## config.mk

```make
export PLATFORM = sky130hd
export DESIGN_NAME = imem_arb
export DESIGN_NICKNAME = d
export VERILOG_FILES = /design/src/rtl/cpu_pkg.sv /design/src/rtl/imarb_sel.sv /design/src/rtl/imem_arb.sv
export SDC_FILE = /design/constraint.sdc
export NUM_CORES = 1
export LEC_CHECK = 0
export BUFFER_PORTS_ARGS = -buffer_cell sky130_fd_sc_hd__clkbuf_2
export CELL_PAD_IN_SITES_DETAIL_PLACEMENT = 0
export CELL_PAD_IN_SITES_GLOBAL_PLACEMENT = 1
export CORE_MARGIN = 2
export CORE_UTILIZATION = 18
export CTS_CLUSTER_DIAMETER = 120
export DETAILED_ROUTE_END_ITERATION = 6
export GPL_TIMING_DRIVEN = 0
export HOLD_SLACK_MARGIN = 0.06
export PLACE_DENSITY = 0.95
export SYNTH_ARGS = -nofsm -noshare
export SYNTH_HDL_FRONTEND = slang
export SYNTH_HIERARCHICAL = 1
export SYNTH_SLANG_ARGS = --single-unit
```

## constraint.sdc

```tcl
create_clock -name clk -period 3.35 [get_ports clk]
set_clock_uncertainty 0.2 [all_clocks]
set_input_delay 0.67 -clock clk [delete_from_list [all_inputs] [get_ports clk]]
set_output_delay 0.67 -clock clk [all_outputs]
set_load 0.02 [all_outputs]
```

## src/rtl/cpu_pkg.sv

```systemverilog
// cpu_pkg: shared imem types; IM_ADDR_LEN/IM_DATA_LEN default to 32 when not supplied by the build.
`ifndef IM_ADDR_LEN
`define IM_ADDR_LEN 32
`endif
`ifndef IM_DATA_LEN
`define IM_DATA_LEN 32
`endif
package cpu_pkg;
  typedef enum logic [1:0] {IDLE, OUT0, OUT1} imarb_state_t;
  localparam logic [1:0] IMARB_BAD_XES  = 2'b10;
  localparam logic [1:0] IMARB_BAD_PAGE = 2'b01;
endpackage

```

## src/rtl/imarb_sel.sv

```systemverilog
// imarb_sel: grant select; fixed master-1 priority with starvation override, or round-robin under IMARB_RR_EN.
module imarb_sel (
  input  logic m0_req,
  input  logic m1_req,
  output logic g
`ifdef IMARB_RR_EN
  ,
  input  logic clk,
  input  logic rstn,
  input  logic acc
`else
  ,
  input  logic starve_full
`endif
);
`ifdef IMARB_RR_EN
  logic last_q, last_d;
  // last_q resets to 1 so master 0 wins the first tie
  always_comb last_d = acc ? g : last_q;
  always_ff @(posedge clk or negedge rstn)
    if (!rstn) last_q <= 1'b1;
    else last_q <= last_d;
  assign g = (m0_req & m1_req) ? ~last_q : m1_req;
`else
  assign g = (m0_req & m1_req) ? ~starve_full : m1_req;
`endif
endmodule

```

## src/rtl/imem_arb.sv

```systemverilog
// imem_arb: two-master arbiter for a single-outstanding imem port; IMARB_RR_EN selects round-robin.
module imem_arb
  import cpu_pkg::*;
#(
  parameter int ADDR_W     = `IM_ADDR_LEN,
  parameter int DATA_W     = `IM_DATA_LEN,
  parameter int STARVE_LIM = 4
) (
  input  logic              clk,
  input  logic              rstn,
  input  logic              m0_req,
  input  logic [ADDR_W-1:0] m0_addr,
  output logic              m0_busy,
  output logic              m0_rvalid,
  output logic [DATA_W-1:0] m0_rdata,
  output logic [1:0]        m0_bad,
  input  logic              m1_req,
  input  logic [ADDR_W-1:0] m1_addr,
  output logic              m1_busy,
  output logic              m1_rvalid,
  output logic [DATA_W-1:0] m1_rdata,
  output logic [1:0]        m1_bad,
  output logic              mem_req,
  output logic [ADDR_W-1:0] mem_addr,
  input  logic [DATA_W-1:0] mem_rdata,
  input  logic [1:0]        mem_bad,
  input  logic              mem_busy
);
  logic g, acc;
  imarb_state_t state_q, state_d;
  assign mem_req  = m0_req | m1_req;
  assign mem_addr = g ? m1_addr : m0_addr;
  assign acc      = mem_req & ~mem_busy;
  assign m0_busy  = g | mem_busy;
  assign m1_busy  = ~g | mem_busy;
`ifdef IMARB_RR_EN
  imarb_sel u_sel (.m0_req(m0_req), .m1_req(m1_req), .g(g), .clk(clk), .rstn(rstn), .acc(acc));
`else
  localparam int CW = $clog2(STARVE_LIM + 1);
  logic [CW-1:0] cnt_q, cnt_d;
  // any master-0 accept or idle master 0 forgives the starvation history
  always_comb
    cnt_d = (!m0_req || (acc && !g)) ? '0 :
            (acc && g && cnt_q != CW'(STARVE_LIM)) ? cnt_q + 1'b1 : cnt_q;
  always_ff @(posedge clk or negedge rstn)
    if (!rstn) cnt_q <= '0;
    else cnt_q <= cnt_d;
  imarb_sel u_sel (.m0_req(m0_req), .m1_req(m1_req), .g(g), .starve_full(cnt_q == CW'(STARVE_LIM)));
`endif
  always_comb
    state_d = acc ? (g ? OUT1 : OUT0) : (state_q != IDLE && !mem_busy) ? IDLE : state_q;
  always_ff @(posedge clk or negedge rstn)
    if (!rstn) state_q <= IDLE;
    else state_q <= state_d;
  // responses follow the recorded owner, independent of the current grant
  assign m0_rvalid = (state_q == OUT0) & ~mem_busy;
  assign m1_rvalid = (state_q == OUT1) & ~mem_busy;
  assign m0_rdata  = mem_rdata;
  assign m1_rdata  = mem_rdata;
  assign m0_bad    = m0_rvalid ? mem_bad : 2'b00;
  assign m1_bad    = m1_rvalid ? mem_bad : 2'b00;
endmodule

```

==> out/qor.yml, run 1 <==
slowest_cell_on_the_critical_path: "dfrtp_1"
ctsLongestPathBuffers: 2
buffers_added_on_ports: 175
tritoncts.num_buffers: 3
synth-seq-area-share: 0.102
overflow: 0
timing.critical_path.required_ps: 2480
static-leakage-power_nw: 1.37
clock_tree_from_tritoncts: "yes"
chipHeight_um: 86.7
flow.area_growth_from_synthesis_pct: 83.7
hold_class: "reg -> reg"
start_util: 0.183
chip_width_um: 86.7
rsz0062_at_grt: "false"
post_synth_instance_area_sq_um: 1230
first_iter_violations: 20
power_share_of_the_clock_group: 0.221
setup-violations-final: 0
timing.max_slew.rel_slack: 0.795
worstSkewPairLatency_ps: 230
total_number_of_placement_rows: 30
proportion_of_layout_cells_with_a_drive_suffix_above_1: 0.887
post_dp_cell_area_sq_um: 2210
synth-edff-count: 0
vias_in_the_first_global_route: 1352
clk_root_buffer_cell: "clkbuf_8"
largest_voltage_drop_on_the_vdd_net_v: 0.0000809
final_weighted_congestion_in_routability_driven_placement: 0.766
seq_power_share: 0.130
placed_cells_incl_taps: 394
worst_path_largest_cell_delay_ps: 370
postSynth.topFlopCell: "dfrtp_1"
via_per_inst: 3.84
grt_usage: 0.0930
via_count: 1533
route.detailed.wl_per_inst_um: 9.82
netlist_top_cells_area: "buf_4 (40%), mux2_2 (29%), dfrtp_1 (10%)"
design_power_total_mw: 0.513
resized_cells_post_cts: 0
timing_worst_setup_path_type: "reg -> out"
synth_top_cell_area_share: 0.396
syn_inst: 139
top_post_synthesis_cells_by_count: "buf_4 (65), mux2_2 (32), and2_1 (5), dfrtp_1 (5), nand2_1 (4)"
cell_internal_pwr_mw: 0.309
synthesis.yosys.warnings: 6
synthesis.area_per_instance_sq_um: 8.86
grt_first_pass_wirelength_um: 5680
layout.nets: 425
kind_of_cell_adding_the_most_delay_to_the_critical_path: "buffers and inverters"
crit_chain: "inv_1 > ha_1 > and2_1 > a21boi_2 > buf_4 > buf_6 > mux2_2 > clkbuf_2"
power_density_nw_per_um2: 227
switching_share: 0.398
critPathMaxFanout: 10
final.min_clock_period_ps: 3020
achievable_freq_ghz: 0.331
logic_pwr_share: 0.649
crit_buf_inv: 4
synth.ff_latch_count: 5
synth_most_common_cell: "buf_4"
yosysTopAreaCell: "buf_4"
slew_viol_final: 0
net_count_after_synthesis: 244
synthDistinctLibCells: 24
floorplan.io_pins: 208
final_worst_path_cycle_share: 0.902
drv.max_cap_violation_count: 0
max_slew.worst_pin.slew_ps: 304
critical_path.endpoint_type: "output pin"
post-route-drc-count: 0
synth_async_sr_flop_share: 1.00
htreeDepth: 1
drt_pass1_iterations: 4
stdcell_count: 399
clkSinkCount: 5
net_switching_power_mw: 0.204
worstPathArrival_ps: 2150
grt_antenna_before_repair: 0
insertedDiodeCount: 0
fin_area_sq_um: 2260
hold_violations_final: 0
final.setup.tns_ps: 0
total_die_area_sq_um: 7520
totalWireLength_um: 3920
type_of_element_launching_the_critical_path: "register"
timing.hold.ws_ps: 321
worst_setup_hold_path_clk_slew_ps: 40
outcome: "finished, final reports clean"
antenna_violating_nets_post_route: 0
dpl_hpwl_um: 3620
grt_start_max_net_pins: 11
core_area_sq_um: 6720
==> cell families (layout without fill, tap and decap cells) <==
family	after synthesis	after routing	synth area share
AOI/OAI and AO/OA	10	10	0.0620
adders and majority gates	2	2	0.0203
buffers and inverters	72	252	0.437
DFF	5	5	0.102
muxes	32	32	0.293
and+or+nand+nor	18	18	0.0864
==> final timing paths <==
kind	slack (ps)	from	endpoint	cells after the start
min in group asynchronous	590	rstn	cnt_q[2]	2
max	330	cnt_q[0]	mem_addr[13]	8
min	320	state_q[1]	state_q[1]	2
max reg2reg	1460	cnt_q[0]	cnt_q[1]	8
max in group asynchronous	2220	rstn	cnt_q[0]	2
min reg2reg	320	state_q[1]	state_q[1]	2
==> power by group through the flow <==
stage	combinational, mW	clock [mW]	sequential (mW)
6_report	0.333	0.113	0.0669
5_1_grt	0.357	0.125	0.0675
3_3_place_gp	0.331	0	0.0675
3_5_place_dp	0.335	0	0.0677
2_1_floorplan	0.219	0	0.0669
4_1_cts	0.337	0.117	0.0670
==> layout by cell type (no fill, tap or decap), types with 2 or more instances in the layout <==
master / Yosys / layout
clkbuf_8: 0 / 3
o21a_1: 2 / 2
buf_4: 65 / 65
buf_6: 3 / 3
dfrtp_1: 5 / 5
mux2_2: 32 / 32
nand2_1: 4 / 4
and2_1: 5 / 5
ha_1: 2 / 2
clkbuf_2: 0 / 175
o311ai_0: 2 / 2
nand2b_1: 2 / 2
nand4_1: 2 / 2
inv_1: 3 / 3
==> per-stage QoR <==
step / util / setup WS (ps)
2_1_floorplan: - / 842
3_3_place_gp: 0.328 / 563
3_5_place_dp: 0.328 / 535
4_1_cts: 0.337 / 291
5_1_grt: 0.337 / 184
6_report: 0.337 / 329
==> worst reg2reg max path: stages (launching register included) <==
cell,delay (ps)
dfrtp_1,370
inv_1,70
ha_1,230
and2_1,190
a21boi_2,160
buf_4,230
o21a_1,170
o311ai_0,140
nand2_1,90
==> registers in the layout, indices dropped and copies added, names as in the netlist <==
signal   count
cnt_q        3
state_q      2
==> cell type report <==
cell class	count	area, sq um
Clock buffer	4	45.0
Tap cell	80	100
Fill cell	712	4460
Buffer	69	527
Timing Repair Buffer	176	886
Multi-Input combinational cell	62	568
Inverter	3	11.3
Sequential cell	5	125
==> routing by layer <==
layer	global-route usage	wire length (um)	up-vias
met4	0.0341	52	0
met1	0.101	1340	664
met5	0	0	-
met2	0.182	2170	105
met3	0.0114	363	5
li1	-	-	759
==> repair_timing <==
action                                 4_1_cts  5_1_grt
setup buffers                                0        0
hold buffers                                 1        0
endpoints found under the hold margin        5        0
Note: power is estimated with default switching activity, not from simulation.
==> run 2, diff against run 1 <==
--- a/config.mk
+++ b/config.mk
@@ -5,11 +5,12 @@
 export SDC_FILE = /design/constraint.sdc
 export NUM_CORES = 1
 export LEC_CHECK = 0
+export ABC_AREA = 1
 export BUFFER_PORTS_ARGS = -buffer_cell sky130_fd_sc_hd__clkbuf_2
 export CELL_PAD_IN_SITES_DETAIL_PLACEMENT = 0
 export CELL_PAD_IN_SITES_GLOBAL_PLACEMENT = 1
 export CORE_MARGIN = 2
-export CORE_UTILIZATION = 18
+export CORE_UTILIZATION = 16
 export CTS_CLUSTER_DIAMETER = 120
 export DETAILED_ROUTE_END_ITERATION = 6
 export GPL_TIMING_DRIVEN = 0
==> constraint.sdc (replaced) <==
create_clock -name clk -period 3.8 [get_ports clk]
set_clock_uncertainty 0.2 [all_clocks]
set_input_delay 0.76 -clock clk [delete_from_list [all_inputs] [get_ports clk]]
set_output_delay 0.76 -clock clk [all_outputs]
set_load 0.02 [all_outputs]
==> run 2 against run 1 <==
Net effect:
- utilization down 3.6 points
- design area is 2.7% higher
- sequential share of layout area shrank 0.14 points
- setup slack gained 690 ps
- via count is 22% higher
- critical path depth grew 2
- critical path type unchanged
- synthesized cell count rose by 63%
- largest power group unchanged
- total power decreased by 7.5%
- critical endpoint is now mem_addr[15]
- highest routed layer unchanged
- register-to-register slack improved by 490 ps
- final cell count increased by 27%
==> out/qor.yml, run 2 <==
top_post_synthesis_cells_by_count: "nand2_1 (108), buf_4 (64), inv_1 (16), nor2_1 (7)"
worst-r2r-cell-count: 13  # +5
first_iter_violations: 22  # +10%
chipHeight_um: 93.2  # +7.5%
max_slew.worst_pin.slew_ps: 178  # -126 ps
final_worst_path_cycle_share: 0.733
largest_voltage_drop_on_the_vdd_net_v: 0.000194  # +140%
total_die_area_sq_um: 8690  # +16%
grt_first_pass_wirelength_um: 6320  # +11%
ctsLongestPathBuffers: 2  # unchanged
synthesis.area_per_instance_sq_um: 5.64  # -36%
flop_to_flop_setup_slack_ps: 1950  # +490 ps
worst_setup_hold_path_clk_slew_ps: 40  # about the same
vias_in_the_first_global_route: 1574  # +16%
clkSinkCount: 5  # unchanged
dpl_hpwl_um: 3940  # +8.6%
resized_cells_post_cts: 0  # unchanged
route.detailed.wl_per_inst_um: 8.51  # -13%
outcome: "finished, final reports clean"
total_number_of_placement_rows: 32  # +6.7%
grt_start_max_net_pins: 11  # unchanged
net_count_after_synthesis: 331  # +36%
mostFrequentLayoutCells: "clkbuf_2 (175), nand2_1 (108), buf_4 (64), inv_1 (16), nor2_1 (7)"
yosysTopAreaCell: "buf_4"
biggestRegsByFlops: "cnt_q x3, state_q x2"
dpl_worst_slack_ps: 1070  # +533 ps
via_count: 1869  # +22%
synth_async_sr_flop_share: 1.00  # unchanged
synth-seq-area-share: 0.0982  # -0.00339
synth_most_common_cell: "nand2_1"
final.setup.tns_ps: 0  # unchanged
syn_inst: 226  # +63%
synthesis.yosys.warnings: 6  # unchanged
post-route-drc-count: 0  # unchanged
flow.area_growth_from_synthesis_pct: 82.3
antenna_violating_nets_post_route: 0  # unchanged
timing.max_slew.rel_slack: 0.881  # +0.0867
postSynth.topFlopCell: "dfrtp_1"
totalWireLength_um: 4310  # +10%
post_dp_cell_area_sq_um: 2280  # +3.2%
grt_antenna_before_repair: 0  # unchanged
seq_power_share: 0.132  # +0.002
synth-edff-count: 0  # unchanged
hold_violations_final: 0  # unchanged
post_synth_instance_area_sq_um: 1270  # +3.5%
timing.critical_path.required_ps: 2840  # +360 ps
worstSkewPairLatency_ps: 220  # about the same
timing.hold.ws_ps: 152  # -169 ps
final_core_utilization: 0.301  # -0.0362
chip_width_um: 93.2  # +7.5%
layout.nets: 511  # +20%
slew_viol_final: 0  # unchanged
setup_slack_ps: 1020  # +687 ps
synth.ff_latch_count: 5  # unchanged
netlist_top_cells_area: "buf_4 (38%), nand2_1 (32%), dfrtp_1 (9.8%)"
timing_worst_setup_path_type: "reg -> out"
overflow: 0  # unchanged
achievable_freq_ghz: 0.359
core_area_sq_um: 7730  # +15%
grt_usage: 0.0851  # -0.00785
type_of_element_launching_the_critical_path: "register"
setup-violations-final: 0  # unchanged
clk_root_buffer_cell: "clkbuf_8"
start_util: 0.165  # -0.0184
stdcell_count: 507  # +27%
placed_cells_incl_taps: 503  # +28%
htreeDepth: 1  # unchanged
switching_share: 0.436  # +0.0385
drv.max_cap_violation_count: 0  # unchanged
power_share_of_the_clock_group: 0.203  # -0.018
clock_tree_from_tritoncts: "yes"
final.min_clock_period_ps: 2780
proportion_of_layout_cells_with_a_drive_suffix_above_1: 0.637  # -0.250
insertedDiodeCount: 0  # unchanged
fin_area_sq_um: 2320  # +2.7%
hold_class: "in -> async"
critPathMaxFanout: 10  # unchanged
regToRegEndpoint: "cnt_q[1]"
net_switching_power_mw: 0.207  # +1.5%
via_per_inst: 3.69  # -4.1%
worstPathArrival_ps: 1820  # -330 ps
buffers_added_on_ports: 175  # unchanged
setup_repair_bufs_after_cts: 0  # unchanged
top_reg_by_flops: "cnt_q"
mostFrequentLayoutCell: "clkbuf_2"
cell_internal_pwr_mw: 0.268  # -13%
static-leakage-power_nw: 1.62  # +18%
critical_path.startpoint: "cnt_q[0]"
design_power_total_mw: 0.475  # -7.5%
synthDistinctLibCells: 17  # -29%
logic_pwr_share: 0.665  # +0.016
rsz0062_at_grt: "false"
floorplan.io_pins: 208  # unchanged
final_weighted_congestion_in_routability_driven_placement: 0.717  # -6.4%
worst_r2r_startpoint: "cnt_q[0]"
critical_path.endpoint_type: "output pin"
tritoncts.num_buffers: 3  # unchanged
ctsHoldBuffers: 0  # -1
synth_top_cell_area_share: 0.377  # -0.0191
largest_register_ffs: 3  # unchanged
power_density_nw_per_um2: 205  # -9.9%
drt_pass1_iterations: 4  # unchanged
==> run 2: cell count changes after synthesis, sizes merged, moves of 5 or more <==
cell,previous run,this run
nand3,0,7
mux2,32,0
nand2,4,111
nor2,1,8
and2,5,0
inv,3,19
==> run 2: area by class of cell <==
| class | instances | area (sq um) |
|---|---|---|
| multi-input cells | 131 | 551 |
| clock buffers | 4 | 45.0 |
| well taps | 102 | 128 |
| fillers | 863 | 5410 |
| inverters | 19 | 76.3 |
| flip-flops and latches | 5 | 125 |
| repair buffers | 175 | 876 |
| plain buffers | 71 | 522 |
==> run 2: critical path, cell delays in order, from the launching register on <==
cell      delay [ps]
dfrtp_1          380
inv_1             60
ha_1             190
nand2_1          100
inv_1             60
a21oi_2          120
buf_6            150
buf_2            220
nand2_1           70
nand2_1           90
clkbuf_2         170
==> run 2: worst max-delay path by stage <==
stage / endpoint / slack, ps / cells past startpoint
floorplan: mem_addr[10] / 1420 / 7
global placement: mem_addr[30] / 1080 / 9
detailed placement: mem_addr[30] / 1070 / 8
CTS: mem_addr[30] / 970 / 11
global route: mem_addr[30] / 830 / 11
finish: mem_addr[15] / 1020 / 10
==> run 2: metal layers <==
layer | vias up | share of wire | GRT usage
li1 | 960 | - | -
met1 | 799 | 0.35 | 0.0853
met2 | 108 | 0.53 | 0.184
met3 | 2 | 0.12 | 0.0137
met4 | 0 | 0.0021 | 0.00735
met5 | - | 0 | 0
==> run 2: power groups by stage <==
stage	sequential, mW	clock [mW]	combinational (mW)
4_1_cts	0.0629	0.0981	0.320
3_3_place_gp	0.0636	0	0.316
5_1_grt	0.0637	0.100	0.346
3_5_place_dp	0.0635	0	0.319
6_report	0.0628	0.0963	0.316
2_1_floorplan	0.0626	0	0.206
==> run 2: cells by family (layout without fill, tap and decap cells) <==
group,after synthesis,in the layout,share of synthesized area
buffers and inverters,90,269,0.470
adders and majority gates,2,2,0.0196
AOI/OAI and AO/OA,3,3,0.0147
and+or+nand+nor,126,126,0.398
DFF,5,5,0.0982
==> run 3, diff against run 2 <==
--- a/config.mk
+++ b/config.mk
@@ -5,7 +5,7 @@
 export SDC_FILE = /design/constraint.sdc
 export NUM_CORES = 1
 export LEC_CHECK = 0
-export ABC_AREA = 1
+export ABC_AREA = 0
 export BUFFER_PORTS_ARGS = -buffer_cell sky130_fd_sc_hd__clkbuf_2
 export CELL_PAD_IN_SITES_DETAIL_PLACEMENT = 0
 export CELL_PAD_IN_SITES_GLOBAL_PLACEMENT = 1
@@ -15,7 +15,7 @@
 export DETAILED_ROUTE_END_ITERATION = 6
 export GPL_TIMING_DRIVEN = 0
 export HOLD_SLACK_MARGIN = 0.06
-export PLACE_DENSITY = 0.95
+export PLACE_DENSITY = 0.9
 export SYNTH_ARGS = -nofsm -noshare
 export SYNTH_HDL_FRONTEND = slang
 export SYNTH_HIERARCHICAL = 1
==> constraint.sdc (replaced) <==
create_clock -name clk -period 2.7 [get_ports clk]
set_clock_uncertainty 0.2 [all_clocks]
set_input_delay 0.54 -clock clk [delete_from_list [all_inputs] [get_ports clk]]
set_output_delay 0.54 -clock clk [all_outputs]
set_load 0.02 [all_outputs]
==> run 3 against run 2 <==
Net effect:
- non-clock buffer count up 9
- first-iteration DRC count down 50%
- routed wire length increased by 12%
- final cell count fell by 16%
- sequential cell count unchanged
- utilization is 5.7 points higher
- sequential power grew 32%
- setup slack lost 990 ps
- design area rose by 14%
- clock power rose by 45%
- via count is 15% lower
==> out/qor.yml, run 3 (synthesis gave the netlist of run 1 again) <==
outcome: "finished, final reports clean"
layout.nets: 435  # -15%
timing_worst_setup_path_type: "reg -> out"
critical_path.endpoint_type: "output pin"
biggestRegsByFlops: "cnt_q x3, state_q x2"
mostFrequentLayoutCells: "clkbuf_2 (154), buf_4 (74), mux2_2 (18), mux2_4 (14), clkbuf_8 (14)"
worstPathArrival_ps: 1930  # +110 ps
buffers_added_on_ports: 175  # unchanged
type_of_element_launching_the_critical_path: "register"
chipHeight_um: 91.7  # -1.6%
kind_of_cell_adding_the_most_delay_to_the_critical_path: "buffers and inverters"
post_dp_cell_area_sq_um: 2230  # -2.0%
crit_chain: "inv_2 > ha_4 > and2_4 > a21boi_4 > buf_12 > clkbuf_16 > mux2_2 > buf_6"
flop_to_flop_setup_slack_ps: 730  # -1220 ps
antenna_violating_nets_post_route: 0  # unchanged
total_die_area_sq_um: 8410  # -3.2%
proportion_of_layout_cells_with_a_drive_suffix_above_1: 0.900  # +0.263
clk_root_buffer_cell: "clkbuf_8"
tritoncts.num_buffers: 3  # unchanged
slew_viol_final: 0  # unchanged
clock_tree_from_tritoncts: "yes"
totalWireLength_um: 4810  # +12%
mostFrequentLayoutCell: "clkbuf_2"
achievable_freq_ghz: 0.375
design_power_total_mw: 0.714  # +50%
flow.area_growth_from_synthesis_pct: 114
hold_class: "reg -> reg"
timing.critical_path.to: "mem_addr[20]"
critical_path.startpoint: "cnt_q[0]"
dpl_worst_slack_ps: 16.2  # -1050 ps
route.detailed.wl_per_inst_um: 11.2  # +32%
setup_slack_ps: 30.8  # -985 ps
htreeDepth: 1  # unchanged
dpl_hpwl_um: 3870  # -1.5%
post-route-drc-count: 0  # unchanged
final_weighted_congestion_in_routability_driven_placement: 0.766  # +6.7%
grt_start_max_net_pins: 11  # unchanged
timing.critical_path.required_ps: 1960  # -880 ps
worst_setup_hold_path_clk_slew_ps: 40  # about the same
worst_r2r_startpoint: "cnt_q[0]"
clkSinkCount: 5  # unchanged
grt_antenna_before_repair: 0  # unchanged
slowest_cell_on_the_critical_path: "dfrtp_1"
crit_buf_inv: 4  # -1
worst-r2r-cell-count: 9  # -4
floorplan.io_pins: 208  # unchanged
final.min_clock_period_ps: 2670
overflow: 0  # unchanged
grt_usage: 0.0968  # +0.0117
top_reg_by_flops: "cnt_q"
chip_width_um: 91.7  # -1.6%
timing.critical_path.depth: 8  # -2
largest_register_ffs: 3  # unchanged
fillers: 779  # -9.7%
worst_path_largest_cell_delay_ps: 360  # -20 ps
timing.max_slew.rel_slack: 0.794  # -0.0869
drv.max_cap_violation_count: 0  # unchanged
regToRegEndpoint: "cnt_q[2]"
drt_pass1_iterations: 4  # unchanged
power_density_nw_per_um2: 271  # +32%
core_area_sq_um: 7370  # -4.6%
ctsLongestPathBuffers: 2  # unchanged
first_iter_violations: 11  # -50%
largest_voltage_drop_on_the_vdd_net_v: 0.0000875  # -55%
via_count: 1586  # -15%
vias_in_the_first_global_route: 1513  # -3.9%
rsz0062_at_grt: "true"
fin_area_sq_um: 2640  # +14%
via_per_inst: 3.71  # +0.52%
final_worst_path_cycle_share: 0.989
hold_violations_final: 0  # unchanged
critPathMaxFanout: 8  # -2
grt_first_pass_wirelength_um: 6830  # +8.1%
max_slew.worst_pin.slew_ps: 305  # +126 ps
final_core_utilization: 0.358  # +0.0572
worstSkewPairLatency_ps: 220  # about the same
insertedDiodeCount: 0  # unchanged
setup-violations-final: 0  # unchanged
start_util: 0.167  # +0.00223
static-leakage-power_nw: 1.55  # -4.1%
total_number_of_placement_rows: 31  # -3.1%
-- run 3: cell types whose count changed in the layout (fill, tap and decap cells not counted), sizes merged, moves of 5 or more --
cell / change
and2: +5
clkbuf: -9
inv: -16
mux2: +32
buf: +17
nor2: -7
nand3: -7
nand2: -107
-- run 3: worst min-delay path: stages, from the launching register on --
cell and delay, ps:
dfrtp_1 350, nand2_1 50, o21ai_0 60
-- run 3: stage by stage --
step                std cells  setup TNS (ps)  hold WS (ps)
floorplan                 139               0          44.4
global placement          413               0           159
detailed placement        413               0           162
CTS                       425            -205           318
global route              428            -376           339
finish                    428               0           310
-- run 3: report_power, final --
group	total, mW	internal [mW]	switching, mW
clock network	0.140	0.101	0.0384
logic	0.491	0.261	0.230
registers	0.0829	0.0797	0.00321
-- run 3: timing repair --
action                                  CTS  global route
endpoints found under the setup margin   32            32
setup buffers                             6             2
gates resized for setup                  39            32
endpoints found under the hold margin     5             0
hold buffers                              1             0
pin swaps                                 1             1
gates cloned                              1             1
-- run 3: worst min-delay path by stage --
stage | to | cells past startpoint | start
after floorplan | cnt_q[0] | 0 | rstn
after global placement | state_q[1] | 1 | rstn
after detailed placement | cnt_q[2] | 1 | rstn
after CTS | state_q[1] | 2 | state_q[1]
after global routing | state_q[1] | 2 | state_q[1]
final | state_q[1] | 2 | state_q[1]
-- run 3: per-layer routing --
layer / vias up / share of wire / global-route usage
li1: 784 / - / -
met4: 0 / 0.0046 / 0.0224
met1: 702 / 0.36 / 0.107
met2: 97 / 0.54 / 0.192
met3: 3 / 0.088 / 0.0140
met5: - / 0 / 0
-- run 3: final cells by class --
| class | instances | area [sq um] | area share |
|---|---|---|---|
| flip-flops and latches | 5 | 125 | 0.0475 |
| inverters | 3 | 11.3 | 0.00427 |
| clock buffers | 4 | 45.0 | 0.0171 |
| well taps | 99 | 124 | 0.0470 |
| repair buffers | 186 | 1140 | 0.431 |
| multi-input cells | 62 | 643 | 0.244 |
| plain buffers | 69 | 551 | 0.209 |
